<file path="src/rtl/fft_pkg.sv">
// Shared FFT constants and width/saturation helpers.
// Used by the butterfly datapath and its multiplier stage.
package fft_pkg;

  localparam int BF_LAT = 3;

  function automatic int part_w(input int n_w);
    return n_w / 2;
  endfunction

  function automatic int acc_w(input int n_w);
    return n_w + 2;
  endfunction

  function automatic longint sat_max(input int w);
    return (longint'(1) <<< (w - 1)) - 1;
  endfunction

  function automatic longint sat_min(input int w);
    return -(longint'(1) <<< (w - 1));
  endfunction

endpackage

</file>
<file path="src/rtl/butterfly_pipe_if.sv">
// Butterfly stream interface: input vector handshake,
// result handshake and overflow flag.
interface butterfly_pipe_if #(
  parameter int N = 32
);

  logic         in_valid;
  logic         in_ready;
  logic [N-1:0] A;
  logic [N-1:0] B;
  logic [N-1:0] W;
  logic         inv;
  logic         scale;
  logic         out_valid;
  logic         out_ready;
  logic [N-1:0] X;
  logic [N-1:0] Y;
  logic         ovf;
  logic         ovf_clr;

  modport master (
    output in_valid, A, B, W, inv, scale,
    output out_ready, ovf_clr,
    input  in_ready, out_valid, X, Y, ovf
  );

  modport slave (
    input  in_valid, A, B, W, inv, scale,
    input  out_ready, ovf_clr,
    output in_ready, out_valid, X, Y, ovf
  );

endinterface

</file>
<file path="src/rtl/cmul_pipe.sv">
// Complex multiply B*W (or B*conj(W)): four partial
// products registered, combined on the output side.
module cmul_pipe
  import fft_pkg::*;
#(
  parameter int NP = 16
) (
  input  logic                 clk,
  input  logic                 rst_n,
  input  logic                 en,
  input  logic signed [NP-1:0] br,
  input  logic signed [NP-1:0] bi,
  input  logic signed [NP-1:0] wr,
  input  logic signed [NP-1:0] wi,
  input  logic                 inv,
  output logic signed [2*NP:0] pr,
  output logic signed [2*NP:0] pi
);

  localparam int MW = 2 * NP;
  localparam int PW = MW + 1;

  logic signed [MW-1:0] rr_q, rr_d;
  logic signed [MW-1:0] ii_q, ii_d;
  logic signed [MW-1:0] ri_q, ri_d;
  logic signed [MW-1:0] ir_q, ir_d;
  logic                 inv_q, inv_d;

  function automatic logic signed [MW-1:0] sx(
    input logic signed [NP-1:0] v
  );
    return {{NP{v[NP-1]}}, v};
  endfunction

  function automatic logic signed [PW-1:0] ex(
    input logic signed [MW-1:0] v
  );
    return {v[MW-1], v};
  endfunction

  always_comb begin
    rr_d  = rr_q;
    ii_d  = ii_q;
    ri_d  = ri_q;
    ir_d  = ir_q;
    inv_d = inv_q;
    if (en) begin
      rr_d  = sx(br) * sx(wr);
      ii_d  = sx(bi) * sx(wi);
      ri_d  = sx(br) * sx(wi);
      ir_d  = sx(bi) * sx(wr);
      inv_d = inv;
    end
  end

  always_ff @(posedge clk or negedge rst_n) begin
    if (!rst_n) begin
      rr_q  <= '0;
      ii_q  <= '0;
      ri_q  <= '0;
      ir_q  <= '0;
      inv_q <= 1'b0;
    end else begin
      rr_q  <= rr_d;
      ii_q  <= ii_d;
      ri_q  <= ri_d;
      ir_q  <= ir_d;
      inv_q <= inv_d;
    end
  end

  // conj(W) flips the sign of every Wi term
  always_comb begin
    if (inv_q) begin
      pr = ex(rr_q) + ex(ii_q);
      pi = ex(ir_q) - ex(ri_q);
    end else begin
      pr = ex(rr_q) - ex(ii_q);
      pi = ex(ir_q) + ex(ri_q);
    end
  end

endmodule

</file>
<file path="src/rtl/butterfly_pipe.sv">
// Three-stage radix-2 DIT butterfly with valid/ready,
// rounding, optional /2 scaling, saturation and sticky ovf.
module butterfly_pipe
  import fft_pkg::*;
#(
  parameter int N   = 32,
  parameter int Q   = 8,
  parameter int SAT = 1
) (
  input  logic           clk,
  input  logic           reset,
  butterfly_pipe_if.slave bus
);

  localparam int NP = part_w(N);
  localparam int AW = acc_w(N);
  localparam int PW = 2 * NP + 1;

  localparam logic signed [AW-1:0] MAXV =
    AW'(sat_max(NP));
  localparam logic signed [AW-1:0] MINV =
    AW'(sat_min(NP));

  logic adv;

  logic         v1_q, v1_d;
  logic [N-1:0] a1_q, a1_d;
  logic [N-1:0] b1_q, b1_d;
  logic [N-1:0] w1_q, w1_d;
  logic         inv1_q, inv1_d;
  logic         sc1_q, sc1_d;

  logic         v2_q, v2_d;
  logic [N-1:0] a2_q, a2_d;
  logic         sc2_q, sc2_d;

  logic         v3_q, v3_d;
  logic [N-1:0] x_q, x_d;
  logic [N-1:0] y_q, y_d;
  logic         ovf_q, ovf_d;

  logic signed [PW-1:0] pr, pi;
  logic signed [NP-1:0] ar, ai;
  logic signed [AW-1:0] xr, xi, yr, yi;
  logic                 lane_ovf;

  assign adv          = !v3_q || bus.out_ready;
  assign bus.in_ready = adv;

  always_comb begin
    v1_d   = v1_q;
    a1_d   = a1_q;
    b1_d   = b1_q;
    w1_d   = w1_q;
    inv1_d = inv1_q;
    sc1_d  = sc1_q;
    v2_d   = v2_q;
    a2_d   = a2_q;
    sc2_d  = sc2_q;
    if (adv) begin
      v1_d   = bus.in_valid;
      a1_d   = bus.A;
      b1_d   = bus.B;
      w1_d   = bus.W;
      inv1_d = bus.inv;
      sc1_d  = bus.scale;
      v2_d   = v1_q;
      a2_d   = a1_q;
      sc2_d  = sc1_q;
    end
  end

  cmul_pipe #(
    .NP (NP)
  ) u_cmul (
    .clk   (clk),
    .rst_n (reset),
    .en    (adv),
    .br    (b1_q[N-1:NP]),
    .bi    (b1_q[NP-1:0]),
    .wr    (w1_q[N-1:NP]),
    .wi    (w1_q[NP-1:0]),
    .inv   (inv1_q),
    .pr    (pr),
    .pi    (pi)
  );

  function automatic logic signed [AW-1:0] al(
    input logic signed [NP-1:0] v
  );
    logic signed [AW-1:0] t;
    t = {{(AW-NP){v[NP-1]}}, v};
    return t <<< Q;
  endfunction

  function automatic logic signed [AW-1:0] px(
    input logic signed [PW-1:0] v
  );
    return {v[PW-1], v};
  endfunction

  // round half up, then arithmetic shift by Q (+1 when scaling)
  function automatic logic signed [AW-1:0] rnd(
    input logic signed [AW-1:0] v,
    input logic                 sc
  );
    int                   s;
    logic signed [AW-1:0] t;
    s = Q + (sc ? 1 : 0);
    t = v;
    if (s > 0)
      t = v + (AW'(1) << (s - 1));
    return t >>> s;
  endfunction

  function automatic logic oor(
    input logic signed [AW-1:0] v
  );
    return (v > MAXV) || (v < MINV);
  endfunction

  function automatic logic [NP-1:0] clip(
    input logic signed [AW-1:0] v
  );
    if (SAT != 0 && v > MAXV)
      return MAXV[NP-1:0];
    if (SAT != 0 && v < MINV)
      return MINV[NP-1:0];
    return v[NP-1:0];
  endfunction

  assign ar = a2_q[N-1:NP];
  assign ai = a2_q[NP-1:0];

  always_comb begin
    xr = rnd(al(ar) + px(pr), sc2_q);
    xi = rnd(al(ai) + px(pi), sc2_q);
    yr = rnd(al(ar) - px(pr), sc2_q);
    yi = rnd(al(ai) - px(pi), sc2_q);
    lane_ovf = oor(xr) || oor(xi) ||
               oor(yr) || oor(yi);
  end

  always_comb begin
    v3_d  = v3_q;
    x_d   = x_q;
    y_d   = y_q;
    ovf_d = ovf_q && !bus.ovf_clr;
    if (adv) begin
      v3_d = v2_q;
      x_d  = {clip(xr), clip(xi)};
      y_d  = {clip(yr), clip(yi)};
      if (v2_q && lane_ovf)
        ovf_d = 1'b1;
    end
  end

  always_ff @(posedge clk or negedge reset) begin
    if (!reset) begin
      v1_q   <= 1'b0;
      a1_q   <= '0;
      b1_q   <= '0;
      w1_q   <= '0;
      inv1_q <= 1'b0;
      sc1_q  <= 1'b0;
      v2_q   <= 1'b0;
      a2_q   <= '0;
      sc2_q  <= 1'b0;
      v3_q   <= 1'b0;
      x_q    <= '0;
      y_q    <= '0;
      ovf_q  <= 1'b0;
    end else begin
      v1_q   <= v1_d;
      a1_q   <= a1_d;
      b1_q   <= b1_d;
      w1_q   <= w1_d;
      inv1_q <= inv1_d;
      sc1_q  <= sc1_d;
      v2_q   <= v2_d;
      a2_q   <= a2_d;
      sc2_q  <= sc2_d;
      v3_q   <= v3_d;
      x_q    <= x_d;
      y_q    <= y_d;
      ovf_q  <= ovf_d;
    end
  end

  assign bus.out_valid = v3_q;
  assign bus.X         = x_q;
  assign bus.Y         = y_q;
  assign bus.ovf       = ovf_q;

endmodule

</file>
<file path="src/flat_wrapper.sv">
// flat-port wrapper written by rule: the top's interface ports become plain ports
module butterfly_pipe_flat import fft_pkg::*;
#(
  parameter int N   = 32,
  parameter int Q   = 8,
  parameter int SAT = 1
)
  (clk, reset, bus_in_valid, bus_A, bus_B, bus_W, bus_inv, bus_scale, bus_out_ready, bus_ovf_clr, bus_in_ready, bus_out_valid, bus_X, bus_Y, bus_ovf);
  butterfly_pipe_if #(.N(N)) bus_i ();
  input  logic clk;
  input  logic reset;
  input wire logic [$bits(bus_i.in_valid)-1:0] bus_in_valid;
  input wire logic [$bits(bus_i.A)-1:0] bus_A;
  input wire logic [$bits(bus_i.B)-1:0] bus_B;
  input wire logic [$bits(bus_i.W)-1:0] bus_W;
  input wire logic [$bits(bus_i.inv)-1:0] bus_inv;
  input wire logic [$bits(bus_i.scale)-1:0] bus_scale;
  input wire logic [$bits(bus_i.out_ready)-1:0] bus_out_ready;
  input wire logic [$bits(bus_i.ovf_clr)-1:0] bus_ovf_clr;
  output wire logic [$bits(bus_i.in_ready)-1:0] bus_in_ready;
  output wire logic [$bits(bus_i.out_valid)-1:0] bus_out_valid;
  output wire logic [$bits(bus_i.X)-1:0] bus_X;
  output wire logic [$bits(bus_i.Y)-1:0] bus_Y;
  output wire logic [$bits(bus_i.ovf)-1:0] bus_ovf;
  assign bus_i.in_valid = bus_in_valid;
  assign bus_i.A = bus_A;
  assign bus_i.B = bus_B;
  assign bus_i.W = bus_W;
  assign bus_i.inv = bus_inv;
  assign bus_i.scale = bus_scale;
  assign bus_i.out_ready = bus_out_ready;
  assign bus_i.ovf_clr = bus_ovf_clr;
  assign bus_in_ready = bus_i.in_ready;
  assign bus_out_valid = bus_i.out_valid;
  assign bus_X = bus_i.X;
  assign bus_Y = bus_i.Y;
  assign bus_ovf = bus_i.ovf;
  butterfly_pipe #(.N(N), .Q(Q), .SAT(SAT)) u_core (.clk(clk), .reset(reset), .bus(bus_i));
endmodule
</file>
<file path="config.mk">
export PLATFORM = sky130hd
export DESIGN_NAME = butterfly_pipe_flat
export DESIGN_NICKNAME = d
export VERILOG_FILES = /design/src/rtl/fft_pkg.sv /design/src/rtl/butterfly_pipe_if.sv /design/src/rtl/cmul_pipe.sv /design/src/rtl/butterfly_pipe.sv /design/src/flat_wrapper.sv
export SDC_FILE = /design/constraint.sdc
export NUM_CORES = 2
export LEC_CHECK = 0
export CAP_MARGIN = 20
export CORE_MARGIN = 3
export CORE_UTILIZATION = 55
export CTS_BUF_LIST = sky130_fd_sc_hd__clkbuf_16
export CTS_CLUSTER_DIAMETER = 40
export DETAILED_ROUTE_END_ITERATION = 8
export PLACE_DENSITY = 0.72
export SYNTH_ARGS = -nofsm -noshare
export SYNTH_HDL_FRONTEND = slang
export SYNTH_SLANG_ARGS = --single-unit
</file>
<file path="constraint.sdc">
create_clock -name clk -period 10 [get_ports clk]
set_input_delay 1 -clock clk [delete_from_list [all_inputs] [get_ports clk]]
set_output_delay 1 -clock clk [all_outputs]
set_load 0.01 [all_outputs]
</file>
# Word level (Yosys, flattened, before mapping)

Cells that the tools add are included.

Multiplexer cells: 45
Shifts and indexed selects: 5
Add/sub/neg operators: 14
Multipliers: 4
Magnitude comparators: 9
Reduce and logical (&&, ||, !) cells: 12

Operators by type and width:

| kind                    | count |
|---|---|
| $mux W16                | 16 |
| $add A34 B34 Y34        | 4 |
| $gt A34 B16 Y1 const B  | 4 |
| $lt A34 B16 Y1 const B  | 4 |
| $mux W34                | 4 |
| $sshr A34 B32 Y34       | 4 |
| $mul A16 B16 Y32        | 4 |
| $add A24 B33 Y34        | 2 |
| $sub A24 B33 Y34        | 2 |
| $add A32 B32 Y33        | 2 |
| $mux W33                | 2 |
| $sub A32 B32 Y33        | 2 |
| $shl A1 B32 Y34 const A | 1 |
| $add A5 B32 Y32 const A | 1 |
| $gt A32 B1 Y1 const B   | 1 |
| $sub A32 B2 Y32 const B | 1 |
| $mux W1                 | 23 |
| $logic_or A1 B1 Y1      | 8 |
| $logic_and A1 B1 Y1     | 2 |
| $logic_not A1 Y1        | 2 |

Output and inout port bits: 67
Bits in registers: 328
Input bits: 103

# Depth between registers and ports, before layout

Word-level depth: 15
Depth in mapped cells: 41
Gate-level depth less buffers: 39

# By module

A second synthesis with hierarchy kept.

Cell total of the unflattened synthesis: 8,022
Area, all modules: 68,200.4 sq um

By module, submodules not included:

| module         | area an instance (sq um) | instances | cells each | sequential area each (sq um) |
|---|---|---|---|---|
| cmul_pipe      | 48,530.3                 | 1         | 5,332      | 3,228.1 |
| butterfly_pipe | 19,670.1                 | 1         | 2,690      | 4,979.8 |

# Worst setup path after synthesis

OpenSTA, ideal clock, no wires.

Path type: register to register
Start point: register u_core.u_cmul.inv_q
End point: register u_core.x_q[30], in the netlist u_core.bus.X[30]
Setup time: 137 ps
Path buffers: 5
Slack: 1,186 ps
Arrival time: 8,678 ps
Stages on the path, launching flop included: 36
Required time: 9,863 ps
Clock period less this slack: 8,814 ps
Path through: dfrtp_1 -> clkbuf_1 -> clkbuf_1 -> clkbuf_1 -> a21oi_1 -> xor2_1 -> ha_1 -> a2111oi_0 -> o21ai_1 -> a31oi_1 -> o21bai_1 -> a21o_1 -> a21o_1 -> a21o_1 -> a211o_1 -> a2111oi_0 -> nor2_1 -> a21o_1 -> a21oi_1 -> xnor2_1 -> ha_1 -> clkbuf_1 -> a21o_1 -> a21o_1 -> o311ai_0 -> nor4b_1 -> o2111ai_1 -> o21ai_0 -> nand3b_1 -> o21ai_0 -> nand4_1 -> or4b_1 -> o31a_1 -> clkbuf_1 -> o21ai_0 -> a21oi_1

Cells in the longest elaborated chain, start to end: 11

RTL lines:

| item                   | RTL line              | RTL |
|---|---|---|
| start, declared        | cmul_pipe.sv:27       | `logic inv_q, inv_d;` |
| start signal, assigned | cmul_pipe.sv:68       | `inv_q <= inv_d;` |
| $mux W33 *             | cmul_pipe.sv:74       | `if (inv_q) begin` |
| $add A24 B33 Y34 *     | butterfly_pipe.sv:136 | `xr = rnd(al(ar) + px(pr), sc2_q);` |
| $add A34 B34 Y34       | butterfly_pipe.sv:112 | `t = v + (AW'(1) << (s - 1));` |
| $mux W34 *             | butterfly_pipe.sv:111 | `if (s > 0)` |
| $sshr A34 B32 Y34 *    | butterfly_pipe.sv:113 | `return t >>> s;` |
| $lt A34 B16 Y1         | butterfly_pipe.sv:127 | `if (SAT != 0 && v < MINV)` |
| $mux W1 (2 in series)  | butterfly_pipe.sv:127 |  |
| $mux W1                | butterfly_pipe.sv:149 | `if (adv) begin` |
| $mux W16               | butterfly_pipe.sv:129 | `return v[NP-1:0];` |
| $mux W16 *             | butterfly_pipe.sv:127 |  |
| end signal, assigned   | butterfly_pipe.sv:170 | `x_q <= '0;` |
| end signal, assigned   | butterfly_pipe.sv:184 | `x_q <= x_d;` |
| end, declared          | butterfly_pipe.sv:38  | `logic [N-1:0] x_q, x_d;` |

Every way passes the cells marked *; elsewhere a longest branch is shown, timed or not. The select of a mux whose other input is x is not followed.
A chain may end at the register's enable or synchronous reset.

# Worst setup path after layout

Start point: register u_core.u_cmul.ii_q[0]
End point: register u_core.ovf_q, in the netlist u_core.bus.ovf

Cells in the longest elaborated chain, start to end: 14

RTL lines:

| item                                                 | RTL line                         | RTL |
|---|---|---|
| start, declared                                      | cmul_pipe.sv:24                  | `logic signed [MW-1:0] ii_q, ii_d;` |
| start signal, assigned                               | cmul_pipe.sv:65                  | `ii_q <= ii_d;` |
| $sub A32 B32 Y33 or $add A32 B32 Y33 (tied branches) | cmul_pipe.sv:78, cmul_pipe.sv:75 |  |
| $mux W33 *                                           | cmul_pipe.sv:74                  |  |
| $add A24 B33 Y34                                     | butterfly_pipe.sv:136            |  |
| $add A34 B34 Y34                                     | butterfly_pipe.sv:112            |  |
| $mux W34                                             | butterfly_pipe.sv:111            |  |
| $sshr A34 B32 Y34                                    | butterfly_pipe.sv:113            |  |
| $gt A34 B16 Y1 or $lt A34 B16 Y1 (tied branches)     | butterfly_pipe.sv:119            | `return (v > MAXV) \|\| (v < MINV);` |
| $logic_or A1 B1 Y1                                   | butterfly_pipe.sv:119            |  |
| $logic_or A1 B1 Y1                                   | butterfly_pipe.sv:140            | `lane_ovf = oor(xr) \|\| oor(xi) \|\|` |
| $logic_or A1 B1 Y1 *                                 | butterfly_pipe.sv:140            |  |
| $logic_or A1 B1 Y1 *                                 | butterfly_pipe.sv:141            | `oor(yr) \|\| oor(yi);` |
| $logic_and A1 B1 Y1 *                                | butterfly_pipe.sv:153            | `if (v2_q && lane_ovf)` |
| $mux W1 *                                            | butterfly_pipe.sv:153            |  |
| $mux W1 *                                            | butterfly_pipe.sv:149            |  |
| named net u_core.ovf_d                               | butterfly_pipe.sv:40             | `logic ovf_q, ovf_d;` |
| end signal, assigned                                 | butterfly_pipe.sv:186            | `ovf_q <= ovf_d;` |
| end, declared                                        | butterfly_pipe.sv:40             |  |

Mark *: on every way through the listed nets, which the timed path passes. The rest lies on a longest branch.

==> flow_metrics.py <==
metrics = {
    "place": {
        "io_buffers": 169,
        "gp_congestion": 0.934,
        "post-dp-hpwl_mm": 142,
        "post-place-ws_ns": 0.617,
    },
    "sta": {
        "maxSlewHeadroom_pct": 21.1,
        "setup_viol": 0,
        "fmax_mhz": 108,
        "finalHoldViolations": 0,
        "skew_ns": 0.0236,
        "post-route-period-util_pct": 92.7,
        "setup_slack_ns": 0.731,
        "layout_min_cycle_time_ns": 9.27,
        "drv_slew": 0,
        "rsz0062_at_grt": "no",
        "tns_ns": 0,
        "tightest_slew_ns": 1.18,
    },
    "synth": {
        "synth_area_um2": 65200,
        "yosys_warnings": 0,
        "avgSynthCellArea_um2": 8.53,
        "ys_types": 104,
        "synthCells": 7642,
        "yosys.area.top_type": "fa_1",
        "synth-edff-count": 0,
        "syn_nets": 9304,
        "synth_flop_cell": "dfrtp_1",
        "ys_async_sr_fraction_pct": 100,
        "synthTopCellsByArea": "fa_1 32%, dfrtp_1 13%, ha_1 9.7%",
        "synth_seq_cells": 328,
        "synth_top_area_share_pct": 32.4,
        "ys_seq_area_share_pct": 12.6,
    },
    "final_layout": {
        "n_fill_cell": 10306,
        "syn_to_final_growth_pct": 8.67,
        "regArea_um2": 8210,
        "diodes": 0,
        "multiInputGateArea_um2": 51000,
        "drive_above_1_share_pct": 4.18,
        "nNetsFinal": 9301,
    },
    "clocking": {
        "cts.clk_slew.worst_paths_ns": 0.05,
        "cts_max_level": 3,
        "cts_num_sinks": 328,
        "cts_buffers": 69,
        "cts_tree": "yes",
        "clockBufferDepth": 3,
        "clk_latency_ns": 0.67,
        "cts-root-buf": "clkbuf_16",
    },
    "critical_path": {
        "cp.arrival_ns": 9.80,
        "cp-end-kind": "flop",
        "timing.rr.end": "u_core.bus.ovf",
        "r2r_slack_ns": 0.73,
        "path_common_cell": "a21o_1",
        "crit_path_start_kind": "flop",
        "rr_worst_depth": 37,
        "r2r-start": "u_core.u_cmul.ii_q[0]",
        "critical_path_class": "reg -> reg",
        "slowest_delay_ns": 0.55,
        "path_max_fanout": 14,
        "cp_slowest_cell": "or4b_1",
        "crit_required_ns": 10.53,
    },
    "detailed_routing": {
        "drc": 0,
        "wl_per_cell_um": 19.3,
        "drtIter0Drc": 3664,
        "drt-pass1-iter-count": 6,
        "wirelength_mm": 178,
        "viasPerCell": 5.65,
        "vias": 52044,
        "drtAntennaViolNets": 0,
    },
    "global_route": {
        "grt_pass1_wl_mm": 290,
        "grt_usage_pct": 29.9,
        "antenna_found_initial": 3,
        "overflow": 0,
        "grt_max_degree": 178,
        "grt_pass1_vias": 53902,
    },
    "floorplan": {
        "core_um2": 117000,
        "dieHeight_um": 350,
        "die_x_um": 350,
        "io_pins": 170,
        "die-area_um2": 123000,
        "fp-row-count": 125,
        "initial_utilization_pct": 55.8,
    },
    "min_path": {
        "holdCritPathClass": "in -> async",
    },
    "job": {
        "drv_cap": 0,
    },
    "status": {
        "status": "completed",
    },
}
cell usage in the layout (no fill, tap or decap), drive strengths merged, types with 12 or more instances in the layout:
cell           instances
a211o                 12
a211oi                61
a21o                  98
a21oi                353
a31oi                 48
and2                 454
and3                  44
buf                  116
clkbuf                70
clkdlybuf4s50        168
clkinv                22
dfrtp                328
fa                  1056
ha                   503
inv                 1237
mux2i                 21
nand2               1197
nand2b               105
nand3                 85
nand3b                13
nand4                 26
nor2                 386
nor2b                 39
nor3                 120
nor4                  42
o211ai                25
o21a                  43
o21ai                198
o21bai                54
o22ai                 14
o2bb2ai               15
o31a                  12
o31ai                 40
or2                   30
or3                   47
or4                   14
xnor2                253
xor2                 151
metrics by stage:
stage | hold slack (ns) | cells | area [um^2] | util, %
finish | 0.309 | 9219 | 70800 | 60.6
global route | 0.326 | 9219 | 70800 | 60.6
CTS | 0.278 | 9217 | 70800 | 60.6
detailed placement | 0.456 | 9090 | 68400 | 58.5
global placement | 0.452 | 9088 | 68300 | 58.5
floorplan | 0.439 | 7642 | 65200 | -
routing by layer:
layer / share of wire [%] / track usage (%) / up-vias
met2: 48 / 50.2 / 1628
met4: 4.4 / 11.4 / 4
met1: 41 / 38.9 / 25915
li1: - / - / 24167
met3: 6.6 / 5.02 / 330
met5: 0.015 / 0 / -
worst max path at each step:
stage	end	startpoint
floorplan	u_core.bus.X[30]	u_core.u_cmul.inv_q
global placement	u_core.bus.Y[16]	u_core.u_cmul.ii_q[2]
detailed placement	u_core.bus.Y[16]	u_core.u_cmul.ii_q[0]
CTS	u_core.bus.Y[19]	u_core.u_cmul.ii_q[0]
global route	u_core.bus.ovf	u_core.u_cmul.ii_q[0]
finish	u_core.bus.ovf	u_core.u_cmul.ii_q[0]
final cells by class:
| class | count | share of cell area (%) |
|---|---|---|
| Clock buffer | 69 | 2.44 |
| Clock inverter | 58 | 0.987 |
| Inverter | 1220 | 6.48 |
| Multi-Input combinational cell | 5735 | 72.1 |
| Sequential cell | 328 | 11.6 |
| Tap cell | 1524 | 2.69 |
| Timing Repair Buffer | 285 | 3.74 |
state kept, by name (all words and copies together) (netlist names), 32 cells and up:
| signal | flops |
|---|---|
| u_core.u_cmul.ir_q | 32 |
| u_core.bus.Y | 32 |
| u_core.b1_q | 32 |
| u_core.bus.X | 32 |
| u_core.a1_q | 32 |
| u_core.w1_q | 32 |
| u_core.a2_q | 32 |
| u_core.u_cmul.rr_q | 32 |
| u_core.u_cmul.ii_q | 32 |
| u_core.u_cmul.ri_q | 32 |
critical path: cells and delay by family (launching register included):
family,cells,cell delay (ns)
AOI/OAI and AO/OA,18,4.71
and+or+nand+nor,11,2.24
adders and majority gates,3,0.91
buffers and inverters,3,0.52
DFF,1,0.39
xor gates and xnor gates,2,0.34
Yosys cell counts, types with 12 or more instances:
master,n
fa_1,1056
or3_1,44
nand2b_1,105
o22ai_1,14
nand4_1,26
nor4_1,40
dfrtp_1,328
o31a_1,12
nor2_1,386
a21oi_1,351
o21a_1,43
o21bai_1,54
o21ai_0,195
ha_1,503
o211ai_1,25
a21o_1,98
nand2_1,1197
and2_1,453
mux2i_1,21
nand3_1,85
nor2b_1,39
a211o_1,12
a211oi_1,60
o31ai_1,38
a31oi_1,48
nor3_1,120
and3_1,43
buf_1,25
or2_2,27
xnor2_1,251
clkbuf_1,329
nand3b_1,13
xor2_1,151
inv_1,1218
repair_timing:
action | in CTS | in global routing
endpoints found under the setup margin | 0 | 3
resized for setup | 0 | 3
hold buffers | 0 | 0
buffers inserted | 0 | 0
kinds of logic (layout without fill, tap and decap cells):
| family | count (synthesis) | in the layout | synth area share (%) |
|---|---|---|---|
| AOI/OAI and AO/OA | 1098 | 1098 | 11.0 |
| xor gates and xnor gates | 404 | 404 | 5.47 |
| adders and majority gates | 1560 | 1560 | 42.1 |
| buffers and inverters | 1579 | 1632 | 9.12 |
| DFF | 328 | 328 | 12.6 |
| muxes | 28 | 28 | 0.461 |
| and+or+nand+nor | 2645 | 2645 | 19.2 |
Power is left out: the tool's default activity adds up to more than one toggle a clock period on the data nets, which glitch-free logic cannot reach.
